$ cat src/rtl/mips_pkg.sv
// Shared definitions for the MIPS32 pipeline: fetch FSM encodings,
// default vectors and the redirect-source encoding.
package mips_pkg;

    localparam logic [1:0] ARRANQUE = 2'd0;
    localparam logic [1:0] FETCH    = 2'd1;
    localparam logic [1:0] DESCARTE = 2'd2;

    localparam logic [31:0] DEF_RESET_VECTOR = 32'h0000_0000;
    localparam logic [31:0] DEF_EXC_VECTOR   = 32'h0000_0180;
    localparam logic [31:0] DEF_NOP_INSTR    = 32'h0000_0000;

    typedef enum logic [1:0] {
        SRC_NONE   = 2'd0,
        SRC_BRANCH = 2'd1,
        SRC_JUMP   = 2'd2,
        SRC_FLUSH  = 2'd3
    } redir_src_t;

    // Flush beats jump beats branch.
    function automatic redir_src_t redir_src(input logic flush, input logic jump,
                                             input logic branch_taken);
        if (flush)             return SRC_FLUSH;
        else if (jump)         return SRC_JUMP;
        else if (branch_taken) return SRC_BRANCH;
        else                   return SRC_NONE;
    endfunction

endpackage

$ cat src/rtl/etapa_fetch_registro_if_id.sv
// IF/ID pipeline register: kill inserts a bubble, load captures a fetched
// instruction unless hold is asserted.
module registro_if_id
    import mips_pkg::*;
#(
    parameter logic [31:0] NOP_INSTR = DEF_NOP_INSTR
) (
    input  logic        clk,
    input  logic        rst,
    input  logic        i_load,
    input  logic        i_kill,
    input  logic        i_hold,
    input  logic [31:0] i_pc,
    input  logic [31:0] i_instr,
    output logic [31:0] o_pc,
    output logic [31:0] o_instr,
    output logic        o_valid
);

    logic [31:0] r_pc;
    logic [31:0] r_instr;
    logic        r_valid;

    // Kill wins over hold: a redirect squashes the slot even while stalled.
    always_ff @(posedge clk) begin
        if (rst) begin
            r_pc    <= 32'h0;
            r_instr <= NOP_INSTR;
            r_valid <= 1'b0;
        end else if (i_kill) begin
            r_instr <= NOP_INSTR;
            r_valid <= 1'b0;
        end else if (i_load && !i_hold) begin
            r_pc    <= i_pc;
            r_instr <= i_instr;
            r_valid <= 1'b1;
        end
    end

    assign o_pc    = r_pc;
    assign o_instr = r_instr;
    assign o_valid = r_valid;

endmodule

$ cat src/rtl/etapa_fetch.sv
// MIPS32 instruction-fetch stage: PC register, next-PC selection,
// multi-cycle imem handshake and IF/ID loading.
module etapa_fetch
    import mips_pkg::*;
#(
    parameter logic [31:0] RESET_VECTOR = DEF_RESET_VECTOR,
    parameter logic [31:0] EXC_VECTOR   = DEF_EXC_VECTOR,
    parameter logic [31:0] NOP_INSTR    = DEF_NOP_INSTR
) (
    input  logic        clk,
    input  logic        rst,
    output logic [31:0] pc,
    input  logic [31:0] newpc,
    output logic        imem_req,
    output logic [31:0] imem_addr,
    input  logic [31:0] imem_rdata,
    input  logic        imem_ready,
    input  logic        stall,
    input  logic        branch_taken,
    input  logic [31:0] branch_target,
    input  logic        jump,
    input  logic [31:0] jump_target,
    input  logic        flush,
    output logic [31:0] if_id_pc,
    output logic [31:0] if_id_instr,
    output logic        if_id_valid,
    output logic [1:0]  dbg_state
);

    // Handshake: imem_req=1 presents imem_addr (=pc); the word is taken on a
    // cycle where imem_ready=1. pc never moves while a request is unanswered.

    logic [1:0]  r_state;
    logic [31:0] r_pc;
    logic [31:0] r_pending;

    redir_src_t  w_src;
    logic        w_redir;
    logic [31:0] w_target;
    logic        w_accept;
    logic        w_kill;

    assign w_src   = redir_src(flush, jump, branch_taken);
    assign w_redir = (w_src != SRC_NONE);

    always_comb begin
        w_target = 32'h0;
        case (w_src)
            SRC_FLUSH:  w_target = EXC_VECTOR;
            SRC_JUMP:   w_target = jump_target;
            SRC_BRANCH: w_target = branch_target;
            default:    w_target = 32'h0;
        endcase
        w_target[1:0] = 2'b00;
    end

    assign w_accept = (r_state == FETCH) && imem_ready && !stall && !w_redir;
    assign w_kill   = w_redir || (r_state == DESCARTE);

    always_ff @(posedge clk) begin
        if (rst) begin
            r_state   <= ARRANQUE;
            r_pc      <= RESET_VECTOR;
            r_pending <= 32'h0;
        end else begin
            case (r_state)
                ARRANQUE: begin
                    // No request is outstanding yet, so a redirect applies at once.
                    if (w_redir) r_pc <= w_target;
                    r_state <= FETCH;
                end
                FETCH: begin
                    if (w_redir) begin
                        if (imem_ready) begin
                            r_pc <= w_target;
                        end else begin
                            r_pending <= w_target;
                            r_state   <= DESCARTE;
                        end
                    end else if (w_accept) begin
                        r_pc <= newpc;
                    end
                end
                DESCARTE: begin
                    if (w_redir) r_pending <= w_target;
                    if (imem_ready) begin
                        r_pc    <= w_redir ? w_target : r_pending;
                        r_state <= FETCH;
                    end
                end
                default: r_state <= ARRANQUE;
            endcase
        end
    end

    registro_if_id #(
        .NOP_INSTR(NOP_INSTR)
    ) u_if_id (
        .clk    (clk),
        .rst    (rst),
        .i_load (w_accept),
        .i_kill (w_kill),
        .i_hold (stall),
        .i_pc   (r_pc),
        .i_instr(imem_rdata),
        .o_pc   (if_id_pc),
        .o_instr(if_id_instr),
        .o_valid(if_id_valid)
    );

    assign pc        = r_pc;
    assign imem_addr = r_pc;
    assign imem_req  = (r_state != ARRANQUE);
    assign dbg_state = r_state;

endmodule
$ cat config.mk
export PLATFORM = sky130hd
export DESIGN_NAME = etapa_fetch
export DESIGN_NICKNAME = d
export VERILOG_FILES = /design/src/rtl/mips_pkg.sv /design/src/rtl/etapa_fetch_registro_if_id.sv /design/src/rtl/etapa_fetch.sv
export SDC_FILE = /design/constraint.sdc
export NUM_CORES = 1
export LEC_CHECK = 0
export CORE_MARGIN = 2
export CORE_UTILIZATION = 39
export DETAILED_ROUTE_END_ITERATION = 16
export GPL_TIMING_DRIVEN = 1
export PLACE_DENSITY = 0.77
export SYNTH_ARGS = -nofsm -noshare
export SYNTH_HDL_FRONTEND = slang
export SYNTH_SLANG_ARGS = --single-unit
$ cat constraint.sdc
create_clock -name clk -period 1.7 [get_ports clk]
set_input_delay 0.255 -clock clk [delete_from_list [all_inputs] [get_ports clk]]
set_output_delay 0.255 -clock clk [all_outputs]
set_load 0.05 [all_outputs]
Word-level counts from Yosys, hierarchy flattened
Cells that the tools add are included.
{"block": "classes", "muxes": 18, "bitwise": 1, "reduce_logical": 17, "eq_ne": 11}
{"cell": "$mux W32", "count": 8}
{"cell": "$pmux W32 S3", "count": 2}
{"cell": "$pmux W32 S2", "count": 1}
{"cell": "$mux W2", "count": 5}
{"cell": "$ne A2 B2 Y1 const B", "count": 4}
{"cell": "$eq A2 B2 Y1 const B", "count": 3}
{"cell": "$pmux W2 S3", "count": 1}
{"cell": "$reduce_and A3 Y1", "count": 2}
{"cell": "$reduce_bool A2 Y1", "count": 3}
{"cell": "$reduce_and A5 Y1", "count": 1}
{"cell": "$eq A2 B1 Y1 const B", "count": 2}
{"cell": "$logic_and A1 B1 Y1", "count": 4}
{"cell": "$ne A3 B2 Y1 const B", "count": 1}
{"cell": "$ne A3 B3 Y1 const B", "count": 1}
{"cell": "$reduce_bool A3 Y1", "count": 1}
{"cell": "$logic_not A1 Y1", "count": 2}
{"cell": "$logic_not A2 Y1", "count": 1}
{"cell": "$reduce_and A2 Y1", "count": 1}
{"cell": "$reduce_or A2 Y1", "count": 1}
{"cell": "$logic_or A1 B1 Y1", "count": 1}
{"cell": "$mux W1", "count": 1}
{"cell": "$not A1 Y1", "count": 1}
{"block": "word_totals", "inputBits": 135, "wordCells": 53, "output_inout_bits": 132, "register_bits": 131}

Depth between registers and ports, before layout
{"block": "logic_depth", "ltp_word": 9, "ltp_mapped": 9, "ltp_nobuf": 6}

Hierarchy
From an unflattened synthesis, not the netlist that was laid out.
{"block": "unflattened", "hier_cells": 770, "area_unflattened_um2": 6418.7}
{"module": "etapa_fetch", "seq_area_each_um2": 1321.3, "instances": 1, "cells_each": 484, "area_each_um2": 4122.7}
{"module": "registro_if_id", "seq_area_each_um2": 1301.2, "instances": 1, "cells_each": 286, "area_each_um2": 2296.0}

Worst setup path before layout
Ideal clock, no wire load.
{"block": "synth_path", "path_kind": "reg-to-reg", "startpoint": "register r_state[1], in the netlist dbg_state[1]", "endpoint": "register r_pc[10], in the netlist imem_addr[10]", "t_arrival_ns": 2.219, "t_required_ns": 1.613, "setup_time_ns": 0.087, "path_buffers": 2, "synth_period_minus_slack_ns": 2.306, "path_stages_with_launch": 9, "path_slack_ns": -0.606, "cell_sequence": "dfxtp_1 inv_1 ha_1 clkbuf_1 a21oi_1 o221a_2 clkbuf_1 o21ai_0 o31ai_1"}
{"block": "synth_via", "elab_chain_cells": 6, "word_cells_on_any_way": 13, "cone_classes": "eq/ne: 6; mux: 1; reduce/logical: 6"}
{"element": "start, declared", "line": "etapa_fetch.sv:33", "source": "logic [1:0] r_state;"}
{"element": "start signal, assigned", "line": "etapa_fetch.sv:62", "source": "r_state <= ARRANQUE;"}
{"element": "start signal, assigned", "line": "etapa_fetch.sv:70", "source": "r_state <= FETCH;"}
{"element": "start signal, assigned", "line": "etapa_fetch.sv:78", "source": "r_state <= DESCARTE;"}
{"element": "$eq A2 B1 Y1", "line": "etapa_fetch.sv:57, etapa_fetch.sv:66"}
{"element": "$logic_and A1 B1 Y1 (3 in series)", "line": "etapa_fetch.sv:57", "source": "assign w_accept = (r_state == FETCH) && imem_ready && !stall && !w_redir;"}
{"element": "$ne A3 B2 Y1 (no line)"}
{"element": "$reduce_and A5 Y1 (no line)"}
{"element": "end signal, assigned", "line": "etapa_fetch.sv:69", "source": "if (w_redir) r_pc <= w_target;"}
{"element": "end signal, assigned", "line": "etapa_fetch.sv:75", "source": "r_pc <= w_target;"}
{"element": "end signal, assigned", "line": "etapa_fetch.sv:81", "source": "r_pc <= newpc;"}
{"element": "end, declared", "line": "etapa_fetch.sv:34", "source": "logic [31:0] r_pc;"}
Several ways; a longest one is shown, not always the timed one.
A chain may end at the register's enable or synchronous reset.

Worst setup path in the final report
{"block": "layout_path", "startpoint": "register r_state[0], in the netlist dbg_state[0]", "endpoint": "register r_pc[25], in the netlist imem_addr[25]"}
Same word-level chain as after synthesis.

==> out/results.txt <==
Status: complete, but fails checks
Failing checks: negative setup slack
Worst setup EP type: flip-flop
Root buffer cell: clkbuf_16
DR iter-0 viols: 385
Number of routed nets with antenna violations: 0
Die area: 17500 sq um
Sink Count: 131
Worst path arrival time: 2130 ps
Core Region: 16000 sq um
CTS tree: built
Drc violations: 0
H-tree depth: 4
Final Hold Fails: 0
Initial Util: 40.1%
Final global-route overflow total: 0
Hold Buf Count CTS: 0
Hold Crit Class: in2reg
Final net count: 1216
Max IR drop VDD: 0.983 mV
LEAKAGE: 3.93 nW
CP max stage delay: 380 ps
Vias post-DR: 6863
Die Wd: 132 um
Yosys top cell area share: 40.9%
First-pass GRT wire length: 33500 um
Crit share post-route: 109%
Peak Freq: 539 MHz
All-Layer GR Usage: 23.8%
FF+latch count, synth: 131
Antenna violations before repair: 0
Mapped Cells: 818
Simple-Gate Fraction of Synth Area: 22.0%
Max-cap violation count: 0
Syn Area/Cell: 7.84 sq um
CP Class: reg2reg
Slew @ Worst Pin: 484 ps
Max Fanout on Critical Path: 15
Final Max Slew Viols: 0
Placed inst area: 9290 sq um
Post-synth EDFFs: 0
I/O pin cnt: 267
Worst Path Required: 1980 ps
Number of buffers created by CTS: 17
Clock Latency Late Sink: 410 ps
Clock skew: 6.59 ps
Placer Congestion: 0.851
Wire length per cell: 17.0 um
Final WL: 22100 um
Via density: 5.26
Max Buffers Root-to-Sink: 2
Area leader, netlist: dfxtp_1
Minimum clock period: 1850 ps
Complex-gate fraction of the synthesized area: 24.4%
Drt pass-1 iters: 5
Design Area, Final: 10300 sq um
Number of setup violations in the final report: 93
Slowest-stage cell, CP: dfxtp_4
Power Density: 1550 nW/um^2
Setup ws final: -154 ps
N_diodes: 0
Worst Setup Start Kind: flip-flop
Worst slew margin relative to its limit: 67.8%
Clock-pin slew on the worst setup and hold paths: 60 ps
Synth warn: 0
Mux contribution to synthesized area: 1.54%
DPL Wire Length: 15400 um
Synth Area in Adders: 0.975%
Top cells by area, synth: dfxtp_1 41%, nand2_1 11%, a21oi_1 9.4%, buf_4 4.0%, nand3b_1 3.4%
Syn_nets: 958
Share of layout cells above drive strength 1: 29.8%
RSZ-0062 raised after global routing: yes
Layout area overhead: 60.0%
# rows: 46
Vias in the first global route: 6251
Sequential area share after synthesis: 40.9%
Ys flop type: dfxtp_1
CP Cell Sequence: inv_4, ha_4, nor4b_4, buf_4, clkbuf_16, a22o_1, a221oi_1, nor3_1
Cell area after synthesis: 6410 sq um
Input/output buffers: 262
Synth Area in XOR/XNOR: 0%
Pre-CTS WS: -422 ps
Post-synth ARST share: 0%
Main combinational cell family by area after synthesis: compound AO/OA/AOI/OAI gates
Chip height: 132 um
Largest net degree at the start of global routing: 80
Post-synth cell types: 39
final timing paths:
check | startpoint | to | slack [ps] | cells past startpoint
setup / recovery | dbg_state[0]$_SDFFE_PP0P_ | imem_addr[25]$_SDFFE_PP0P_ | -150 | 8
hold / removal | rst | u_if_id.o_pc[13]$_SDFFE_PP0P_ | 340 | 3
setup reg to reg | dbg_state[0]$_SDFFE_PP0P_ | imem_addr[25]$_SDFFE_PP0P_ | -150 | 8
hold reg to reg | u_if_id.o_pc[4]$_SDFFE_PP0P_ | u_if_id.o_pc[4]$_SDFFE_PP0P_ | 450 | 2
report_power, final:
group | switching [W] | leakage [nW] | internal, W
Sequential | 0.000497 | 1.06 | 0.00345
Clock | 0.00145 | 0.264 | 0.00198
Combinational | 0.00505 | 2.61 | 0.00347
flip-flops by register name, summed over array words and instances (netlist names):
register / cells
u_if_id.o_valid: 1
imem_addr: 32
u_if_id.o_instr: 32
u_if_id.o_pc: 32
r_pending: 32
dbg_state: 2
cell families (layout without fill, tap and decap cells):
family	count (synthesis)	after routing
flip-flops	131	131
AO/OA/AOI/OAI	248	248
adder cells (fa/ha/maj)	5	5
multiplexers	9	9
buffers and inverters	117	388
AND/OR/NAND/NOR	308	308
Yosys cell counts, drive strengths merged (8+ instances only):
cell,instances
or3,10
o22ai,8
nor2,28
nand3b,29
a221oi,23
a22o,24
nor3,25
a21oi,120
dfxtp,131
nand2b,9
nand2,195
buf,64
o21ai,37
clkbuf,47
what timing repair did:
action | 4_1_cts | 5_1_grt
resized for setup | 23 | 47
cloned | 0 | 2
setup endpoints to repair | 94 | 131
pin swaps | 6 | 8
buffers inserted | 5 | 8
critical path, delay by kind of cell, from the launching register on:
| family | cells | cell delay [ps] |
|---|---|---|
| fa+ha+maj | 1 | 190 |
| compound gates | 2 | 530 |
| simple gates | 2 | 230 |
| flops | 1 | 380 |
| buf+inv | 3 | 380 |
area by class of cell:
| class | count | area, sq um |
|---|---|---|
| Multi-Input combinational cell | 570 | 3480 |
| Clock buffer | 20 | 458 |
| Sequential cell | 131 | 2630 |
| Inverter | 6 | 41.3 |
| Clock inverter | 12 | 93.8 |
| Fill cell | 1377 | 5740 |
| Timing Repair Buffer | 350 | 3290 |
| Tap cell | 216 | 270 |
per-layer routing:
layer | global-route usage (%) | vias to the layer above | routed length, um
li1 | - | 3343 | -
met5 | 0 | - | 0
met4 | 7.47 | 0 | 374
met1 | 31.6 | 3191 | 9690
met3 | 4.34 | 30 | 1490
met2 | 39.2 | 299 | 10600
layout by cell type, fill, tap and decap left out, types with 5 or more instances in the layout:
cell type	instances
o2111a_1	7
a21oi_2	5
clkbuf_16	20
nand2_1	189
buf_6	11
inv_6	6
nor3_1	22
a22o_1	24
nor2_1	27
a21oi_1	115
buf_12	21
or3_1	8
clkdlybuf4s50_1	128
o21ai_1	8
dfxtp_1	129
o31ai_1	6
nand3b_1	29
o211ai_1	7
o21ai_2	8
a221oi_2	19
nand2b_1	8
mux2_2	7
o21a_1	7
o22ai_1	7
buf_4	186
o21ai_0	21
nand2_2	6
stage by stage:
step | std cells | setup TNS, ps | utilization (%) | total power (W) | hold slack (ps)
after floorplan | 818 | -4300 | - | 0.00888 | 388
after global placement | 1258 | -41490 | 58.1 | 0.0117 | 436
after detailed placement | 1258 | -43760 | 58.1 | 0.0118 | 447
after CTS | 1295 | -1850 | 62.5 | 0.0155 | 324
after global routing | 1305 | -14810 | 64.1 | 0.0166 | 368
final | 1305 | -5690 | 64.1 | 0.0159 | 345
Power figures use the tool's default switching activity.
==> variant (same flow settings) <==
Register the output `dbg_state` once more, without a reset; this adds one clock of latency there. The other outputs are not delayed to match.
--- a/src/rtl/etapa_fetch.sv
+++ b/src/rtl/etapa_fetch.sv
@@ -112,5 +112,7 @@
     assign imem_addr = r_pc;
     assign imem_req  = (r_state != ARRANQUE);
-    assign dbg_state = r_state;
+    always_ff @(posedge clk) begin
+        dbg_state <= r_state;
+    end
 
 endmodule
Behaviour: not the same (Yosys sat finds a counterexample within 4 cycles, from zero or initial values and one cycle with rst high).
==> variant against the unedited design <==
- the flow still finishes with violations (setup timing)
- design area hardly changed
- first-iteration DRC count is 31% higher
- maximum frequency is 2.1% lower
- wire length is 3.6% higher
- synthesized area is 0.45% higher
- sequential cell count is 2 higher
- clock skew is 0.0018 ns higher
- die area is 0.43% higher
- total power is 0.18% higher
- clock power is 12% higher
- worst setup slack worse by 0.039 ns
- global-route usage is 0.32 points higher
- critical path type unchanged
- critical endpoint is now imem_addr[13]$_SDFFE_PP0P_
==> variant: results (changes against the unedited design) <==
status=finished with violations; fraction of area in multi-input gates=33.21% (-0.72 points); Leak Pwr=3.950 nW (+0.45%); clk sinks=133 (+1.5%); Worst path top cell family by delay=buffers and inverters; Worst Skew=0.008385 ns (+0.001797 ns); first-pass GRT wire length=33.78 mm (+0.72%); initial antenna violation count=1 (+1); GR Util met2=38.20% (-1.0 points); clk cell area share=6.015% (+0.64 points); #MultiIn Comb=571 (+0.18%); post-synth cell types=40 (+2.6%); failing checks=setup timing; pre-CTS setup slack=-0.3436 ns (+0.07797 ns); Synth area leaders=dfxtp_1, nand2_1, a22oi_1, a21oi_1, nor2_1; Routed WL per cell=17.59 µm (+3.7%); Non-clk invs=12 (+6); Layout Nets=1214 (-0.16%); vias in the first global route=6225 (-0.42%); Final WS setup=-0.1933 ns (-0.03893 ns); met3 wire length=1.481 mm (-0.67%); critical path arrival=2.23 ns (+0.10 ns); met2 wire len=10.87 mm (+2.6%); RR Startpoint=r_state[0]$_SDFFE_PP0P_; fill cell total of the finished layout=1336 (-3.0%); Mean Syn Cell Area=7.838 µm² (about the same); Fin Hold WS=0.3346 ns (-0.01012 ns); final setup vio count=80 (-14%); Layout area overhead=59.18%; Finished Layout Cells=1304 (-0.077%)
-- variant: cells by family (layout without fill, tap and decap cells) --
family,Yosys count,after routing,synth area share [%]
and+or+nand+nor,352,352,25.01
AOI/OAI and AO/OA,214,214,22.63
DFF,133,133,41.33
buffers and inverters,118,383,10.06
adders and majority gates,5,5,0.9711
other,0,1,0
-- variant: where the power goes --
| part | total, mW | leakage (nW) | internal, mW | switching, mW |
|---|---|---|---|---|
| clock | 3.84 | 0.304 | 2.52 | 1.32 |
| combinational | 8.09 | 2.57 | 3.28 | 4.81 |
| sequential | 3.99 | 1.08 | 3.50 | 0.484 |
| total | 15.9 | 3.95 | 9.30 | 6.62 |
-- variant: final timing paths --
check | to | depth (start not counted)
worst max register to register | imem_addr[13]$_SDFFE_PP0P_ | 10
worst min-delay path | u_if_id.o_instr[24]$_SDFFE_PP0P_ | 4
worst min register to register | u_if_id.o_pc[5]$_SDFFE_PP0P_ | 2
worst max-delay path | imem_addr[13]$_SDFFE_PP0P_ | 10
